### src/rtl/ising_ctrl_pkg.sv
// Shared definitions for the Ising core control front-end: register map,
// bit positions, sequencer states and register-bus request/response types.
package ising_ctrl_pkg;

    localparam int unsigned FLIP_ICON_DEPTH = 16;

    // Per-core register window size in bytes (five 32-bit registers)
    localparam int unsigned IC_NUM_REGS = 32'h14;

    localparam logic [5:0] OFS_CTRL      = 6'h00;
    localparam logic [5:0] OFS_STATUS    = 6'h04;
    localparam logic [5:0] OFS_NUM_ITER  = 6'h08;
    localparam logic [5:0] OFS_ITER_CNT  = 6'h0C;
    localparam logic [5:0] OFS_FLIP_BASE = 6'h10;

    localparam int unsigned CTRL_START   = 0;
    localparam int unsigned CTRL_ABORT   = 1;
    localparam int unsigned CTRL_IRQ_EN  = 2;

    localparam int unsigned STAT_BUSY    = 0;
    localparam int unsigned STAT_DONE    = 1;
    localparam int unsigned STAT_ABORTED = 2;

    typedef enum logic [1:0] {
        ST_IDLE = 2'd0,
        ST_REQ  = 2'd1,
        ST_WAIT = 2'd2,
        ST_DONE = 2'd3
    } ising_ctrl_state_e;

    typedef struct packed {
        logic [31:0] addr;
        logic        write;
        logic [31:0] wdata;
        logic [3:0]  wstrb;
        logic        valid;
    } lagd_reg_req_t;

    typedef struct packed {
        logic [31:0] rdata;
        logic        error;
        logic        ready;
    } lagd_reg_rsp_t;

endpackage

### src/rtl/ising_ctrl_regfile.sv
// Register file for one Ising core: address decode, byte strobes, pulse and
// write-1-to-clear bits, read mux and the single-cycle registered response.
module ising_ctrl_regfile
    import ising_ctrl_pkg::*;
#(
    parameter type         reg_req_t = lagd_reg_req_t,
    parameter type         reg_rsp_t = lagd_reg_rsp_t,
    parameter int unsigned IdxW      = 4
) (
    input  logic            i_clk,
    input  logic            i_rst,
    input  reg_req_t        i_req,
    output reg_rsp_t        o_rsp,
    input  logic            i_busy,
    input  logic [15:0]     i_iter_cnt,
    input  logic            i_set_done,
    input  logic            i_set_aborted,
    input  logic            i_clr_flags,
    output logic [15:0]     o_num_iter,
    output logic [IdxW-1:0] o_flip_base,
    output logic            o_irq_en,
    output logic            o_done,
    output logic            o_aborted,
    output logic            o_start,
    output logic            o_abort
);

    reg_rsp_t        r_rsp;
    logic            r_irq_en;
    logic            r_done;
    logic            r_aborted;
    logic [15:0]     r_num_iter;
    logic [IdxW-1:0] r_flip_base;

    logic [5:0]  w_addr;
    logic        w_accept;
    logic        w_wr;
    logic        w_hit_ctrl, w_hit_stat, w_hit_num, w_hit_cnt, w_hit_flip;
    logic        w_err;
    logic        w_clr_done, w_clr_aborted;
    logic [31:0] w_rdata;
    logic        w_unused;

    // A request is taken only when no response is pending, so a valid held
    // through its ready pulse is not accepted twice.
    assign w_accept   = i_req.valid && !r_rsp.ready;
    assign w_addr     = i_req.addr[5:0];
    assign w_hit_ctrl = (w_addr == OFS_CTRL);
    assign w_hit_stat = (w_addr == OFS_STATUS);
    assign w_hit_num  = (w_addr == OFS_NUM_ITER);
    assign w_hit_cnt  = (w_addr == OFS_ITER_CNT);
    assign w_hit_flip = (w_addr == OFS_FLIP_BASE);
    assign w_err      = !(w_hit_ctrl || w_hit_stat || w_hit_num || w_hit_cnt || w_hit_flip);
    assign w_wr       = w_accept && i_req.write;

    assign o_start       = w_wr && w_hit_ctrl && i_req.wstrb[0] && i_req.wdata[CTRL_START];
    assign o_abort       = w_wr && w_hit_ctrl && i_req.wstrb[0] && i_req.wdata[CTRL_ABORT];
    assign w_clr_done    = w_wr && w_hit_stat && i_req.wstrb[0] && i_req.wdata[STAT_DONE];
    assign w_clr_aborted = w_wr && w_hit_stat && i_req.wstrb[0] && i_req.wdata[STAT_ABORTED];

    assign w_unused = ^{i_req.addr, i_req.wdata, i_req.wstrb};

    // Read mux; pulse bits always read back as zero
    always_comb begin
        w_rdata = '0;
        if (w_hit_ctrl) begin
            w_rdata[CTRL_IRQ_EN] = r_irq_en;
        end else if (w_hit_stat) begin
            w_rdata[STAT_BUSY]    = i_busy;
            w_rdata[STAT_DONE]    = r_done;
            w_rdata[STAT_ABORTED] = r_aborted;
        end else if (w_hit_num) begin
            w_rdata[15:0] = r_num_iter;
        end else if (w_hit_cnt) begin
            w_rdata[15:0] = i_iter_cnt;
        end else if (w_hit_flip) begin
            w_rdata[IdxW-1:0] = r_flip_base;
        end
    end

    // Registered response, one cycle after the request is accepted
    always_ff @(posedge i_clk or posedge i_rst) begin
        if (i_rst) begin
            r_rsp <= '0;
        end else begin
            r_rsp <= '0;
            if (w_accept) begin
                r_rsp.ready <= 1'b1;
                r_rsp.error <= w_err;
                r_rsp.rdata <= i_req.write ? 32'd0 : w_rdata;
            end
        end
    end

    // Configuration fields; run parameters are frozen while a run is active
    always_ff @(posedge i_clk or posedge i_rst) begin
        if (i_rst) begin
            r_irq_en    <= 1'b0;
            r_num_iter  <= '0;
            r_flip_base <= '0;
        end else if (w_wr) begin
            if (w_hit_ctrl && i_req.wstrb[0]) r_irq_en <= i_req.wdata[CTRL_IRQ_EN];
            if (w_hit_num && !i_busy) begin
                if (i_req.wstrb[0]) r_num_iter[7:0]  <= i_req.wdata[7:0];
                if (i_req.wstrb[1]) r_num_iter[15:8] <= i_req.wdata[15:8];
            end
            if (w_hit_flip && !i_busy && i_req.wstrb[0]) r_flip_base <= i_req.wdata[IdxW-1:0];
        end
    end

    // Status flags: hardware set beats both run-start clear and software clear
    always_ff @(posedge i_clk or posedge i_rst) begin
        if (i_rst) begin
            r_done    <= 1'b0;
            r_aborted <= 1'b0;
        end else begin
            if (i_set_done)                      r_done <= 1'b1;
            else if (i_clr_flags || w_clr_done)  r_done <= 1'b0;
            if (i_set_aborted)                      r_aborted <= 1'b1;
            else if (i_clr_flags || w_clr_aborted)  r_aborted <= 1'b0;
        end
    end

    assign o_rsp       = r_rsp;
    assign o_num_iter  = r_num_iter;
    assign o_flip_base = r_flip_base;
    assign o_irq_en    = r_irq_en;
    assign o_done      = r_done;
    assign o_aborted   = r_aborted;

endmodule

### src/rtl/ising_core_ctrl.sv
// Control front-end for one Ising core: register window plus the sequencer
// that issues annealing steps through a req/ack handshake.
module ising_core_ctrl
    import ising_ctrl_pkg::*;
#(
    parameter type         reg_req_t     = lagd_reg_req_t,
    parameter type         reg_rsp_t     = lagd_reg_rsp_t,
    parameter int unsigned FlipIconDepth = FLIP_ICON_DEPTH
) (
    input  logic                             clk_i,
    input  logic                             rst_i,
    input  reg_req_t                         reg_req_i,
    output reg_rsp_t                         reg_rsp_o,
    output logic                             step_req_o,
    input  logic                             step_ack_i,
    output logic [$clog2(FlipIconDepth)-1:0] flip_idx_o,
    output logic                             busy_o,
    output logic                             irq_o
);

    localparam int unsigned IdxW = $clog2(FlipIconDepth);

    ising_ctrl_state_e r_state;
    logic              r_step_req;
    logic              r_busy;
    logic [15:0]       r_iter_cnt;
    logic [IdxW-1:0]   r_flip;

    logic [15:0]       w_num_iter;
    logic [IdxW-1:0]   w_flip_base;
    logic              w_irq_en, w_done, w_aborted;
    logic              w_start, w_abort;
    logic              w_go, w_ack;
    logic              w_set_done, w_set_aborted;
    logic [15:0]       w_cnt_nxt;
    logic [IdxW-1:0]   w_flip_nxt;

    ising_ctrl_regfile #(
        .reg_req_t (reg_req_t),
        .reg_rsp_t (reg_rsp_t),
        .IdxW      (IdxW)
    ) u_regfile (
        .i_clk         (clk_i),
        .i_rst         (rst_i),
        .i_req         (reg_req_i),
        .o_rsp         (reg_rsp_o),
        .i_busy        (r_busy),
        .i_iter_cnt    (r_iter_cnt),
        .i_set_done    (w_set_done),
        .i_set_aborted (w_set_aborted),
        .i_clr_flags   (w_go),
        .o_num_iter    (w_num_iter),
        .o_flip_base   (w_flip_base),
        .o_irq_en      (w_irq_en),
        .o_done        (w_done),
        .o_aborted     (w_aborted),
        .o_start       (w_start),
        .o_abort       (w_abort)
    );

    // ABORT in the same write suppresses START
    assign w_go       = (r_state == ST_IDLE) && w_start && !w_abort;
    assign w_ack      = (r_state == ST_REQ) && step_ack_i;
    assign w_cnt_nxt  = r_iter_cnt + 16'd1;
    assign w_flip_nxt = (r_flip == IdxW'(FlipIconDepth - 1)) ? '0 : r_flip + IdxW'(1);

    // DONE is raised on the edge that enters the DONE state so irq_o rises with it
    assign w_set_done    = (w_go && (w_num_iter == 16'd0)) ||
                           (w_ack && !w_abort && (w_cnt_nxt == w_num_iter));
    assign w_set_aborted = w_abort && ((r_state == ST_REQ) || (r_state == ST_WAIT));

    // Step sequencer; an ack coinciding with an abort is still counted
    always_ff @(posedge clk_i or posedge rst_i) begin
        if (rst_i) begin
            r_state    <= ST_IDLE;
            r_step_req <= 1'b0;
            r_busy     <= 1'b0;
            r_iter_cnt <= '0;
            r_flip     <= '0;
        end else begin
            case (r_state)
                ST_IDLE: begin
                    if (w_go) begin
                        r_iter_cnt <= '0;
                        r_flip     <= w_flip_base;
                        r_busy     <= 1'b1;
                        if (w_num_iter == 16'd0) begin
                            r_state <= ST_DONE;
                        end else begin
                            r_state    <= ST_REQ;
                            r_step_req <= 1'b1;
                        end
                    end
                end
                ST_REQ: begin
                    if (step_ack_i) begin
                        r_iter_cnt <= w_cnt_nxt;
                        r_flip     <= w_flip_nxt;
                        r_step_req <= 1'b0;
                        if (w_abort) begin
                            r_state <= ST_IDLE;
                            r_busy  <= 1'b0;
                        end else if (w_cnt_nxt == w_num_iter) begin
                            r_state <= ST_DONE;
                        end else begin
                            r_state <= ST_WAIT;
                        end
                    end else if (w_abort) begin
                        r_state    <= ST_IDLE;
                        r_step_req <= 1'b0;
                        r_busy     <= 1'b0;
                    end
                end
                ST_WAIT: begin
                    if (w_abort) begin
                        r_state <= ST_IDLE;
                        r_busy  <= 1'b0;
                    end else begin
                        r_state    <= ST_REQ;
                        r_step_req <= 1'b1;
                    end
                end
                default: begin
                    r_state <= ST_IDLE;
                    r_busy  <= 1'b0;
                end
            endcase
        end
    end

    assign step_req_o = r_step_req;
    assign busy_o     = r_busy;
    assign flip_idx_o = r_flip;
    assign irq_o      = w_done && w_irq_en;

endmodule

### config.mk
export PLATFORM = sky130hd
export DESIGN_NAME = ising_core_ctrl
export DESIGN_NICKNAME = d
export VERILOG_FILES = /design/src/rtl/ising_ctrl_pkg.sv /design/src/rtl/ising_ctrl_regfile.sv /design/src/rtl/ising_core_ctrl.sv
export SDC_FILE = /design/constraint.sdc
export NUM_CORES = 1
export LEC_CHECK = 0
export BUFFER_PORTS_ARGS = -buffer_cell sky130_fd_sc_hd__buf_2
export CORE_ASPECT_RATIO = 1.25
export CORE_MARGIN = 3
export CORE_UTILIZATION = 50
export CTS_CLUSTER_DIAMETER = 60
export CTS_CLUSTER_SIZE = 28
export DETAILED_ROUTE_END_ITERATION = 12
export PLACE_DENSITY = 0.78
export SLEW_MARGIN = 15
export SYNTH_ARGS = -nofsm -noshare
export SYNTH_HDL_FRONTEND = slang
export SYNTH_SLANG_ARGS = --single-unit
### constraint.sdc
create_clock -name clk_i -period 3.6 [get_ports clk_i]
set_input_delay 0.18 -clock clk_i [delete_from_list [all_inputs] [get_ports clk_i]]
set_output_delay 0.18 -clock clk_i [all_outputs]
set_load 0.05 [all_outputs]
After elaboration in Yosys (flattened, before gate mapping)
Cells that the tools add are included.
W data, S select, Z words.

storage, ports and cells
  output and inout bits = 41
  bits of input ports = 73
  flip-flop bits (word level) = 81

cells by class
  reduce and logical (&&, ||, !) cells = 50
  eq/ne operators = 14
  multiplexer cells = 38
  $add $sub $neg = 2

operator list
  kind                     number
  $mux W16                 4
  $mux W34                 1
  $pmux W16 S2             1
  $mux W13                 2
  $logic_and A1 B1 Y1      22
  $mux W4                  5
  $add A16 B1 Y16 const B  1
  $eq A16 B16 Y1           1
  $logic_not A16 Y1        1
  $mux W1                  13
  $eq A6 B4 Y1 const B     2
  $mux W12                 1
  $mux W2                  6
  $reduce_and A3 Y1        3
  $logic_or A1 B1 Y1       8
  $pmux W4 S2              1
  $reduce_and A2 Y1        4
  $eq A6 B3 Y1 const B     1
  $eq A6 B5 Y1 const B     1
  $logic_not A6 Y1         1
  $ne A2 B2 Y1 const B     3
  $pmux W2 S3              1
  $reduce_bool A2 Y1       3
  $reduce_and A5 Y1        1
  other kinds (13)         17

Longest topological paths before layout
Gate-level depths: netlist (run 1).

  word-level depth = 11
  gate-level depth with buffers = 9

Modules after synthesis
Synthesis (run 1) repeated with hierarchy kept, for this count alone.

second synthesis, totals
  cells, all modules = 421
  area, all modules = 3940.0 um^2

by module, submodules not included
  module              times used  area an instance (um^2)  cells each
  ising_ctrl_regfile  1           1985.7                   175
  ising_core_ctrl     1           1954.4                   246

Worst setup path after synthesis (run 1)
Ideal clock, no wire load.

  path type = register to register
  start point = reg u_regfile.r_rsp (netlist bit u_regfile.o_rsp[0])
  end point = reg r_step_req (netlist: step_req_o)
  clock period less this slack = 2.221 ns
  setup time = 0.088 ns
  cell stages (with the launch flop) = 8
  arrival time = 2.132 ns
  slack = 1.379 ns
  data required time = 3.512 ns
  cells stage by stage = dfrtp_1 nand4b_1 or4_4 buf_6 a21o_1 a21oi_2 a31oi_1 a41oi_1

between the ends
  cells in the longest elaborated chain, start to end = 10
  elaborated cells on any way between the ends = 14
  those cells by class = eq/ne (3); reduce/logical (11)

ends and longest elaborated chain
  what                                                            line                                                source
  start: declaration                                              ising_ctrl_regfile.sv:28                            reg_rsp_t r_rsp;
  $logic_not A1 Y1 *                                              ising_ctrl_regfile.sv:46                            assign w_accept = i_req.valid && !r_rsp.ready;
  $logic_and A1 B1 Y1 *                                           ising_ctrl_regfile.sv:46
  $logic_and A1 B1 Y1 *                                           ising_ctrl_regfile.sv:54                            assign w_wr = w_accept && i_req.write;
  $logic_and A1 B1 Y1 * (2 in a row)                              ising_ctrl_regfile.sv:56, ising_ctrl_regfile.sv:57
  $logic_and A1 B1 Y1, on equally long branches                   ising_ctrl_regfile.sv:56, ising_ctrl_regfile.sv:57
  $logic_and A1 B1 Y1 / $logic_not A1 Y1 (equally long branches)  ising_core_ctrl.sv:62                               assign w_go = (r_state == ST_IDLE) && w_start && !w_abort;
  $logic_and A1 B1 Y1                                             ising_core_ctrl.sv:62
  $ne A2 B1 Y1 (no source line)                                   --
  $reduce_and A5 Y1 (no source line) *                            --
  end signal: assignment                                          ising_core_ctrl.sv:76                               r_step_req <= 1'b0;
  end signal: assignment                                          ising_core_ctrl.sv:91                               r_step_req <= 1'b1;
  end signal: assignment                                          ising_core_ctrl.sv:99                               r_step_req <= 1'b0;
  end: declaration                                                ising_core_ctrl.sv:24                               logic r_step_req;

Every way passes the cells marked *; elsewhere a longest branch is shown, timed or not.
A chain may end at the register's enable or synchronous reset.

Worst setup path in the final report (run 1)
  start point = reg r_iter_cnt[0]
  end point = reg u_regfile.r_done (netlist: u_regfile.o_done)

between the ends
  cells in the longest elaborated chain, start to end = 5
  elaborated cells on any way between the ends = 6
  those cells by class = add/sub (1); eq/ne (1); mux (1); reduce/logical (3)

ends and longest elaborated chain
  what                                                  line                       source
  start: declaration                                    ising_core_ctrl.sv:26      logic [15:0] r_iter_cnt;
  start signal: assignment                              ising_core_ctrl.sv:97      r_iter_cnt <= w_cnt_nxt;
  $add A16 B1 Y16 *                                     ising_core_ctrl.sv:64      assign w_cnt_nxt = r_iter_cnt + 16'd1;
  $eq A16 B16 Y1 *                                      ising_core_ctrl.sv:69      (w_ack && !w_abort && (w_cnt_nxt == w_num_iter));
  $logic_and A1 B1 Y1 *                                 ising_core_ctrl.sv:69
  $logic_or A1 B1 Y1 *                                  ising_core_ctrl.sv:68      assign w_set_done = (w_go && (w_num_iter == 16'd0)) ||
  $mux W1 / $reduce_bool A2 Y1 (equally long branches)  --
  end signal: assignment                                ising_ctrl_regfile.sv:114  r_done <= 1'b0;
  end signal: assignment                                ising_ctrl_regfile.sv:117  if (i_set_done) r_done <= 1'b1;
  end signal: assignment                                ising_ctrl_regfile.sv:118  else if (i_clr_flags || w_clr_done) r_done <= 1'b0;
  end: declaration                                      ising_ctrl_regfile.sv:30   logic r_done;

Marked as above.

==> results of run 1 <==
placed cells by master, fill, tap and decap left out, types with 3 or more instances in the layout:
cell type	Yosys	routed
buf_2	0	53
nor4_1	9	9
and3_1	7	7
o31ai_1	7	7
a21oi_1	13	13
nand3_1	19	19
nand2_1	32	32
inv_1	6	5
dfrtp_1	65	65
nor3b_1	3	3
nor2_1	34	34
o21ai_0	27	27
mux2_2	22	22
nand2b_1	7	7
xor2_1	7	7
nor2b_1	4	4
mux2i_1	15	15
nor3_1	4	4
ha_1	6	6
buf_4	16	4
nand4b_1	3	3
and4_1	3	3
or3_1	3	3
a31oi_1	5	5
clkbuf_8	0	10
a222oi_1	3	3
xnor2_1	16	16
conb_1	1	16
a22o_1	4	4
nand4_1	12	12
state kept, by name (all words and copies together), names as in the netlist:
register / flops
flip_idx_o: 4
step_req_o: 1
r_state: 2
u_regfile.o_flip_base: 4
u_regfile.o_num_iter: 16
u_regfile.o_done: 1
u_regfile.o_irq_en: 1
u_regfile.o_rsp: 18
busy_o: 1
r_iter_cnt: 16
u_regfile.o_aborted: 1
per-stage QoR:
| step | power [mW] | setup WS [ns] | cell area, sq um | instances | utilization, % |
|---|---|---|---|---|---|
| after floorplan | 1.39 | 1.38 | 3910 | 423 | - |
| after global placement | 1.53 | 1.10 | 4080 | 530 | 54.9 |
| after detailed placement | 1.56 | 1.07 | 4080 | 530 | 54.9 |
| after CTS | 2.19 | 1.09 | 4290 | 547 | 57.6 |
| after global routing | 2.30 | 0.812 | 4290 | 547 | 57.6 |
| final | 2.18 | 1.03 | 4290 | 547 | 57.6 |
area by class of cell:
cell class | instances | area [sq um] | share of cell area, %
multi-input cells | 310 | 2020 | 47.2
flip-flops and latches | 65 | 1630 | 37.9
inverters | 6 | 22.5 | 0.525
clock buffers | 11 | 141 | 3.30
repair buffers | 58 | 305 | 7.12
well taps | 92 | 115 | 2.68
clock inverters | 5 | 55.1 | 1.28
kinds of logic after synthesis:
family                   synth area share, %
flip-flops                              42.2
multiplexers                            10.3
AO/OA/AOI/OAI                           12.8
other                                 0.0974
adder cells (fa/ha/maj)                 1.95
AND/OR/NAND/NOR                         20.7
XOR/XNOR                                5.23
buffers and inverters                   6.63
power by group through the flow:
| stage | logic (mW) | clock network (mW) | registers [mW] |
|---|---|---|---|
| floorplan | 0.466 | 0 | 0.928 |
| global placement | 0.652 | 0 | 0.877 |
| detailed placement | 0.676 | 0 | 0.880 |
| CTS | 0.679 | 0.638 | 0.868 |
| global route | 0.747 | 0.672 | 0.881 |
| finish | 0.677 | 0.632 | 0.871 |
worst paths after layout:
path                                     startpoint                   to  slack, ns  cells after the start
min in group asynchronous                     rst_i   u_regfile.o_rsp[0]       0.48                      3
worst min register to register  u_regfile.o_aborted  u_regfile.o_aborted       0.51                      2
worst min-delay path                  reg_req_i[37]   u_regfile.o_rsp[4]       0.05                      2
max in group asynchronous                     rst_i        r_iter_cnt[5]       2.23                      4
worst max-delay path                  r_iter_cnt[0]     u_regfile.o_done       1.03                      7
worst max register to register        r_iter_cnt[0]     u_regfile.o_done       1.03                      7
metal layers:
metal  vias to the layer above  part of all wire [%]
met5                         -                     0
met4                         0                   3.2
met3                        29                   5.1
met2                       109                    50
met1                      1572                    41
li1                       1527                     -
==> summary.md, run 1 <==
| Metric | Value |
|---|---|
| Outcome | `complete, no violations` |
| Int Pwr | `1.35 mW` |
| Hold_ws | `approximately 0.046 ns` |
| Largest net degree at the start of global routing | `35` |
| Clk pin slew, worst setup/hold paths | `about 0.080 ns` |
| Max Clock Freq | `a little under 400 MHz` |
| WP buf/inv | `0` |
| M3 GR Usage | `4.04%` |
| Most used cell, CP | `nand3_1` |
| Synth-to-Final Area Change | `11.4%` |
| Sw power | `0.830 mW` |
| List of most frequent post-synthesis cells | `65 x dfrtp_1, 34 x nor2_1, 32 x nand2_1` |
| Number of global-route vias before repair | `~3300` |
| Clock share of power | `29.0%` |
| Synth area leaders | `dfrtp_1 42%, mux2_2 6.4%, mux2i_1 3.9%` |
| Area of the die | `about 9000 sq um` |
| Setup repair bufs after CTS | `0` |
| Setup TNS | `0 ns` |
| DRT Wirelength | `approximately 9600 um` |
| Cell Rows | `35` |
| Worst endpoint required time | `about 3.9 ns` |
| Maximum VDD drop | `about 0.45 mV` |
| CTS tree | `done` |
| Post-Synthesis Cells | `just over 400` |
| Final min period | `2.57 ns` |
| Via count | `approximately 3200` |
| Top cell type's share of synthesized area | `42.2%` |
| Slowest stage delay, CP | `roughly 0.55 ns` |
| CP endpoint kind | `register` |
| Hold Path Class | `primary input to register` |
| I/O pin total | `roughly 110` |
| CP startpoint kind | `register` |
| CP top delay family | `simple AND/OR/NAND/NOR gates` |
| Layout cells sized above 1 | `a little under a quarter` |
| Synthesized area per cell | `around 9.4 sq um` |
| Maximum clock path buffer count | `2` |
| Grt total ovfl | `0` |
| Worst-Skew Late Latency | `between 0.3 and 0.4 ns` |
| Ant diodes | `0` |
| Most common cell in the synthesized netlist | `dfrtp_1` |
| Detail Placement HPWL | `roughly 7000 um` |
| Most Crowded Layer GR | `met2` |
| Cts bufs inserted | `9` |
| # Max-Cap Violations | `0` |
| Leak | `2.01 nW` |
| Post-DR vias/cell | `5.92` |
| Unique masters post-synth | `51` |
| Initial Utilization | `around half` |
| Clock sinks | `65` |
| Gp weighted congestion | `around 0.94` |
| Ys Warns | `0` |
| Final ANT Viol Nets | `0` |
| Residual DRC | `0` |
| PostCTS Resize Cnt | `0` |
| Gr usage total | `~23%` |
| Slew @ Worst Pin | `just under 0.8 ns` |
| Port bufs | `between 50 and 60` |
| Met1 Use GR | `27.2%` |
| Routed len/inst | `between 15 and 20 um` |
| Final #Nets | `approximately 530` |
| Setup violations, final | `0` |
| Top FF cell, synth | `dfrtp_1` |
| Synthesized cell area | `slightly below 4000 sq um` |
| Met2 usage | `around two fifths` |
| Crit path cell chain | `ha_1 > nand3_1 > nor4_1 > xnor2_1 > nor2_1 > nand3_1 > o21ai_0` |
| Core footprint | `7440 sq um` |
| Sw Ratio | `about two fifths` |
| Fill count | `between 600 and 700` |
| WS Path Type | `register to register` |
| Initial antenna violation count | `0` |
| RSZ-0062 raised after global routing | `no` |
| CP Data Arrival Time | `2.83 ns` |
| Normalized max-slew margin | `approximately half` |
| Ys async rst share | `100%` |
| Combinational share of power | `31.1%` |
| Fin crit share | `71.4%` |
| Root Buffer Master | `clkbuf_8` |
| TritonRoute pass-1 iters | `5` |
| First-pass GRT wire length | `16000 um` |
| Die Y | `about 100 um` |
| Setup Skew | `approximately 0.010 ns` |
| Flop pwr share | `39.9%` |
| Sequential area share after synthesis | `between 40% and 50%` |
| CTS H-tree depth | `3` |
| DR iter-0 viols | `~210` |
| Post-synth EDFFs | `0` |
| Dominant cell type by area after synthesis | `dfrtp_1` |
| Seq cells post-synth | `65` |
| Final Slew Violations | `0` |
| Die Wd | `~84 um` |
| Hold buffers post-CTS | `1` |
| Pwr Density | `a little over 500 nW/um^2` |
| Final Hold Violating Endpoints | `0` |
| Crit Path Max Fanout | `10` |
| Critical path's slowest cell | `dfrtp_1` |
Power figures use the tool's default switching activity.
==> inputs of run 2 (changes only) <==
Settings changed: CORE_UTILIZATION 50 to 47, PLACE_DENSITY 0.78 to 0.77.
Clock period 3.6 ns to 2.35 ns, I/O delays scaled along.
==> run 2 against run 1 <==
Power is 62% higher. Fmax rose by 22%. Clock power increased by 72%. Largest cell class unchanged. Non-clock buffer count increased by 24. Sequential cell count unchanged. Via count up 4.2%. Critical endpoint unchanged. Setup slack lost 0.78 ns. Critical path depth decreased by 1.
==> summary.md, run 2 (synthesis gave the netlist of run 1 again) <==
| Metric | Value |
|---|---|
| Outcome | `complete, no violations` |
| Routed len/inst | `16.5 um (-6.0%)` |
| CTS tree | `done` |
| Port bufs | `53 (unchanged)` |
| Normalized max-slew margin | `58.5% (+10 points)` |
| Gr usage total | `21.6% (-0.97 points)` |
| Dpl cells | `546 (+3.0%)` |
| Residual DRC | `0 (unchanged)` |
| CP endpoint kind | `register` |
| Clock sinks | `65 (unchanged)` |
| Via count | `3374 (+4.2%)` |
| Pwr Density | `776 nW/um^2 (+53%)` |
| Synth-to-Final Area Change | `18.1%` |
| Int Pwr | `2.24 mW (+66%)` |
| Final Slew Violations | `0 (unchanged)` |
| Layout cells sized above 1 | `24.6% (+1.8 points)` |
| Combinational share of power | `32.0% (+0.9 points)` |
| Number of global-route vias before repair | `3206 (-2.6%)` |
| Final min period | `2.10 ns (-0.468 ns)` |
| Commonest cells after routing, fill and taps aside | `65 x dfrtp_1, 53 x buf_2, 34 x nor2_1` |
| Cell Rows | `36 (+2.9%)` |
| Initial Utilization | `48.8% (-2.9 points)` |
| Clk pin slew, worst setup/hold paths | `0.08 ns (about the same)` |
| Die Y | `107 um (+3.0%)` |
| Final Hold Violating Endpoints | `0 (unchanged)` |
| Maximum clock path buffer count | `2 (unchanged)` |
| First-pass GRT wire length | `15800 um (-1.6%)` |
| I/O pin total | `114 (unchanged)` |
| TritonRoute pass-1 iters | `4 (-1)` |
| Leak | `2.14 nW (+6.7%)` |
| WS Path Type | `register to register` |
| DRT Wirelength | `9500 um (-1.3%)` |
| Worst-Skew Late Latency | `0.35 ns (about the same)` |
| DR iter-0 viols | `232 (+11%)` |
| Post-DR vias/cell | `5.88 (-0.67%)` |
| Number of flip-flops in the largest register | `18 (unchanged)` |
| Final core utilization | `57.7% (about the same)` |
| CTS H-tree depth | `3 (unchanged)` |
| RSZ-0062 raised after global routing | `no` |
| Worst endpoint required time | `2.61 ns (-1.25 ns)` |
| Max Clock Freq | `476 MHz (+22%)` |
| Setup repair bufs after CTS | `0 (unchanged)` |
| Detail Placement HPWL | `7040 um (-0.22%)` |
| Root Buffer Master | `clkbuf_8` |
| CP startpoint kind | `register` |
| Gp weighted congestion | `0.911 (-3.1%)` |
| # Max-Cap Violations | `0 (unchanged)` |
| Final ANT Viol Nets | `0 (unchanged)` |
| Setup Skew | `0.00714 ns (-0.00313 ns)` |
| Clock share of power | `31.0% (+2.0 points)` |
| Crit Path Max Fanout | `13 (+3)` |
| CP Data Arrival Time | `2.37 ns (-0.46 ns)` |
| Setup WS pre-CTS | `0.211 ns (-0.862 ns)` |
| Most common cell after layout, fill and taps aside | `dfrtp_1` |
| Setup violations, final | `0 (unchanged)` |
| Hold Path Class | `primary input to register` |
| Cts bufs inserted | `9 (unchanged)` |
| Setup slack after layout | `0.249 ns (-0.782 ns)` |
| Core footprint | `7880 sq um (+5.9%)` |
| Flop pwr share | `37.0% (-2.9 points)` |
| Ant diodes | `0 (unchanged)` |
| Sw Ratio | `36.4% (-1.7 points)` |
| Die Wd | `87.0 um (+2.9%)` |
| Initial antenna violation count | `0 (unchanged)` |
| Area of the die | `9320 sq um (+6.0%)` |
| Sw power | `1.28 mW (+55%)` |
| Maximum VDD drop | `0.455 mV (+2.2%)` |
| Final Non-Filler Cells | `574 (+4.9%)` |
| Fin crit share | `89.4% (+18 points)` |
| Grt total ovfl | `0 (unchanged)` |
| Final #Nets | `553 (+4.5%)` |
| Setup TNS | `0 ns (unchanged)` |
| Slew @ Worst Pin | `0.622 ns (-0.154 ns)` |
| Largest net degree at the start of global routing | `37 (+5.7%)` |
[run 2: per-stage QoR]
| step | hold WS, ns | instance area, sq um | power, mW |
|---|---|---|---|
| after floorplan | 0.191 | 3910 | 2.14 |
| after global placement | 0.230 | 4200 | 2.40 |
| after detailed placement | 0.237 | 4200 | 2.43 |
| after CTS | 0.00116 | 4550 | 3.54 |
| after global routing | 0.00640 | 4550 | 3.71 |
| final | 0.0116 | 4550 | 3.53 |
[run 2: power by group through the flow]
stage	Combinational, mW	Sequential [mW]	Clock, mW
after floorplan	0.714	1.42	0
after global placement	1.08	1.32	0
after detailed placement	1.11	1.32	0
after CTS	1.13	1.30	1.11
after global routing	1.24	1.32	1.15
final	1.13	1.30	1.09
[run 2: area by class of cell]
| type | count | area (sq um) |
|---|---|---|
| multi-input cells | 310 | 2020 |
| flip-flops and latches | 65 | 1630 |
| repair buffers | 82 | 526 |
| inverters | 6 | 22.5 |
| fillers | 689 | 3340 |
| clock inverters | 6 | 90.1 |
| well taps | 95 | 119 |
| clock buffers | 10 | 138 |
[run 2: final timing paths]
path,start,to,slack (ns),cells after the start
setup / recovery,r_iter_cnt[2],u_regfile.o_done,0.25,6
hold / removal,reg_req_i[17],u_regfile.o_num_iter[12],0.01,2
setup reg to reg,r_iter_cnt[2],u_regfile.o_done,0.25,6
hold reg to reg,u_regfile.o_aborted,u_regfile.o_aborted,0.51,2
max in group asynchronous,rst_i,busy_o,1.34,4
min in group asynchronous,rst_i,u_regfile.o_num_iter[12],0.39,3
[run 2: critical path: stages (launching register included)]
cell and delay (ns):
dfrtp_1 0.56, nand3_1 0.29, nor4_1 0.51, xnor2_1 0.13, nor2_1 0.24, nand3_1 0.11
o21ai_0 0.18
[run 2: per-layer routing]
layer,share of wire [%],up-vias,track usage [%]
met2,50,120,35.6
met1,41,1645,26.7
met4,3.6,0,10.9
met5,0,-,0
met3,5.6,32,4.30
li1,-,1577,-
[run 2: what timing repair did]
item                      4_1_cts  5_1_grt
hold endpoints to repair       40        0
hold buffers                   12        0
gates resized for setup         0        0
==> inputs of run 3 (changes only) <==
Settings changed: CORE_UTILIZATION 47 to 50, PLACE_DENSITY 0.77 to 0.78, RECOVER_POWER from default to 25.
Clock period 2.35 ns to 2.5 ns, I/O delays scaled along.
==> run 3 against run 2 <==
Clock skew grew 0.0045 ns. Fmax decreased by 1.6%. Wire length is 1.3% higher. Largest cell class unchanged. Largest power group unchanged.
==> summary.md, run 3 (synthesis gave the netlist of run 1 again) <==
| Metric | Value |
|---|---|
| Outcome | `complete, no violations` |
| WS Path Type | `register to register` |
| Critical path's slowest cell | `dfrtp_1` |
| CTS tree | `done` |
| Fin crit share | `85.4% (-4.0 points)` |
| Final min period | `2.14 ns (+0.0348 ns)` |
| Number of global-route vias before repair | `3249 (+1.3%)` |
| Final ANT Viol Nets | `0 (unchanged)` |
| Final Slew Violations | `0 (unchanged)` |
| CP endpoint kind | `register` |
| Crit path cell chain | `nand4_1 > nor4_1 > xnor2_1 > nor2_1 > nand3_1 > o21ai_0` |
| Area of the die | `8800 sq um (-5.6%)` |
| Min-delay src | `reg_req_i[9]` |
| Crit Path Max Fanout | `10 (-3)` |
| Design area | `4500 sq um (-1.1%)` |
| Reg2Reg Setup Slack | `0.36 ns (+0.12 ns)` |
| DR iter-0 viols | `223 (-3.9%)` |
| PostCTS Resize Cnt | `0 (unchanged)` |
| Worst-Skew Late Latency | `0.35 ns (about the same)` |
| RSZ-0062 raised after global routing | `no` |
| Setup violations, final | `0 (unchanged)` |
| Metal1 wirelength | `3820 um (-1.2%)` |
| R2R Path End | `u_regfile.o_done` |
| Top routing layer in use | `met4` |
| Hold Crit Depth | `2 (unchanged)` |
| Core footprint | `7440 sq um (-5.6%)` |
| Initial antenna violation count | `0 (unchanged)` |
| Detail Placement HPWL | `6970 um (-1.1%)` |
| Worst reg2reg path depth | `6 (unchanged)` |
| Layout cells sized above 1 | `22.9% (-1.8 points)` |
| Clock share of power | `33.1% (+2.1 points)` |
| Slowest stage delay, CP | `0.52 ns (-0.04 ns)` |
| CTS H-tree depth | `3 (unchanged)` |
| WHS Endpoint | `u_regfile.o_num_iter[4]` |
| Gr usage total | `22.4% (+0.79 points)` |
| Routed met3 length | `578 um (+8.0%)` |
| Int Pwr | `2.21 mW (-1.7%)` |
| Pwr Density | `759 nW/um^2 (-2.1%)` |
| First-pass GRT wire length | `15900 um (+0.57%)` |
| Setup Skew | `0.0117 ns (+0.00453 ns)` |
| Leak | `2.09 nW (-2.3%)` |
| Initial Utilization | `51.7% (+2.9 points)` |
| CP Data Arrival Time | `2.40 ns (+0.03 ns)` |
| Gp weighted congestion | `0.904 (-0.81%)` |
| Die Wd | `84.5 um (-2.8%)` |
| Commonest cells after routing, fill and taps aside | `65 x dfrtp_1, 47 x buf_2, 34 x nor2_1` |
| Post-DR vias/cell | `5.93 (+0.96%)` |
| Final Hold Violating Endpoints | `0 (unchanged)` |
| CP startpoint | `r_iter_cnt[5]` |
| Routed len/inst | `17.1 um (+3.1%)` |
| # Max-Cap Violations | `0 (unchanged)` |
| Cts bufs inserted | `9 (unchanged)` |
| DRT Wirelength | `9620 um (+1.3%)` |
| Most common cell after layout, fill and taps aside | `dfrtp_1` |
| R2r startpoint | `r_iter_cnt[5]` |
| Die Y | `104 um (-2.9%)` |
| Maximum clock path buffer count | `2 (unchanged)` |
| Ant diodes | `0 (unchanged)` |
| Met2 WL | `5000 um (+5.1%)` |
| Combinational share of power | `30.7% (-1.3 points)` |
| Sw Ratio | `35.4% (-0.97 points)` |
| Worst endpoint required time | `2.77 ns (+0.16 ns)` |
| Max Clock Freq | `468 MHz (-1.6%)` |
| Flop pwr share | `36.2% (-0.8 points)` |
| Residual DRC | `0 (unchanged)` |
| Normalized max-slew margin | `12.6% (-46 points)` |
| Cell Rows | `35 (-2.8%)` |
| Setup TNS | `0 ns (unchanged)` |
| Hold Path Class | `primary input to register` |
| Grt total ovfl | `0 (unchanged)` |
| Area after DPL | `4170 sq um (-0.63%)` |
| Via count | `3347 (-0.80%)` |
| Slew @ Worst Pin | `1.31 ns (+0.688 ns)` |
| Synth-to-Final Area Change | `16.8%` |
| Number of flip-flops in the largest register | `18 (unchanged)` |
| Clock sinks | `65 (unchanged)` |
| Sw power | `1.21 mW (-5.8%)` |
| Largest net degree at the start of global routing | `35 (-5.4%)` |
| Final #Nets | `546 (-1.3%)` |
| Clk pin slew, worst setup/hold paths | `0.08 ns (about the same)` |
| Port bufs | `53 (unchanged)` |
| Root Buffer Master | `clkbuf_8` |
| TritonRoute pass-1 iters | `5 (+1)` |
| I/O pin total | `114 (unchanged)` |
| CP startpoint kind | `register` |
| Maximum VDD drop | `0.749 mV (+65%)` |
run 3: cell count changes in the layout (fill, tap and decap cells not counted):
cell | previous run | this run
buf_2 | 53 | 47
clkbuf_1 | 0 | 6
dlygate4sd3_1 | 12 | 8
buf_4 | 16 | 13
bufinv_16 | 2 | 3
clkinv_2 | 1 | 0
clkinv_4 | 1 | 2
inv_1 | 5 | 6
inv_2 | 1 | 0
inv_6 | 1 | 0
run 3: final cells by class:
type	count	area, sq um
repair buffers	75	455
clock buffers	10	138
flip-flops and latches	65	1630
clock inverters	6	115
well taps	92	115
inverters	6	22.5
multi-input cells	310	2020
fillers	622	2950
run 3: metrics by stage:
stage | utilization [%] | power, mW | std cells | worst slack (ns) | hold slack [ns]
6_report | 60.4 | 3.41 | 564 | 0.364 | 0.0124
5_1_grt | 60.4 | 3.60 | 564 | 0.227 | 0.00394
4_1_cts | 60.5 | 3.43 | 564 | 0.395 | 0.00421
3_5_place_dp | 56.0 | 2.29 | 540 | 0.331 | 0.286
3_3_place_gp | 56.0 | 2.27 | 540 | 0.352 | 0.278
2_1_floorplan | - | 2.01 | 423 | 0.279 | 0.198
run 3: critical path, delay by kind of cell, from the launching register on:
| kind | cells | cell delay [ns] |
|---|---|---|
| compound gates | 1 | 0.17 |
| xor+xnor | 1 | 0.12 |
| flops | 1 | 0.52 |
| simple gates | 4 | 1.25 |
run 3: per-layer routing:
layer	GRT usage, %	up-vias
li1	-	1564
met1	28.0	1630
met2	37.7	130
met3	3.57	23
met4	10.3	0
met5	0	-
run 3: worst max path at each step:
stage	endpoint	slack [ns]
6_report	u_regfile.o_done	0.36
5_1_grt	u_regfile.o_done	0.23
4_1_cts	u_regfile.o_done	0.40
3_5_place_dp	step_req_o	0.33
3_3_place_gp	step_req_o	0.35
2_1_floorplan	step_req_o	0.28
run 3: repair_timing:
action	4_1_cts	5_1_grt
hold buffers	8	0
setup buffers	0	0
endpoints found under the hold margin	38	0
run 3: power by group through the flow:
stage,logic [mW],clock network [mW],registers (mW)
global route,1.16,1.19,1.25
CTS,1.05,1.14,1.23
finish,1.05,1.13,1.24
detailed placement,1.03,0,1.25
floorplan,0.671,0,1.34
global placement,1.01,0,1.25
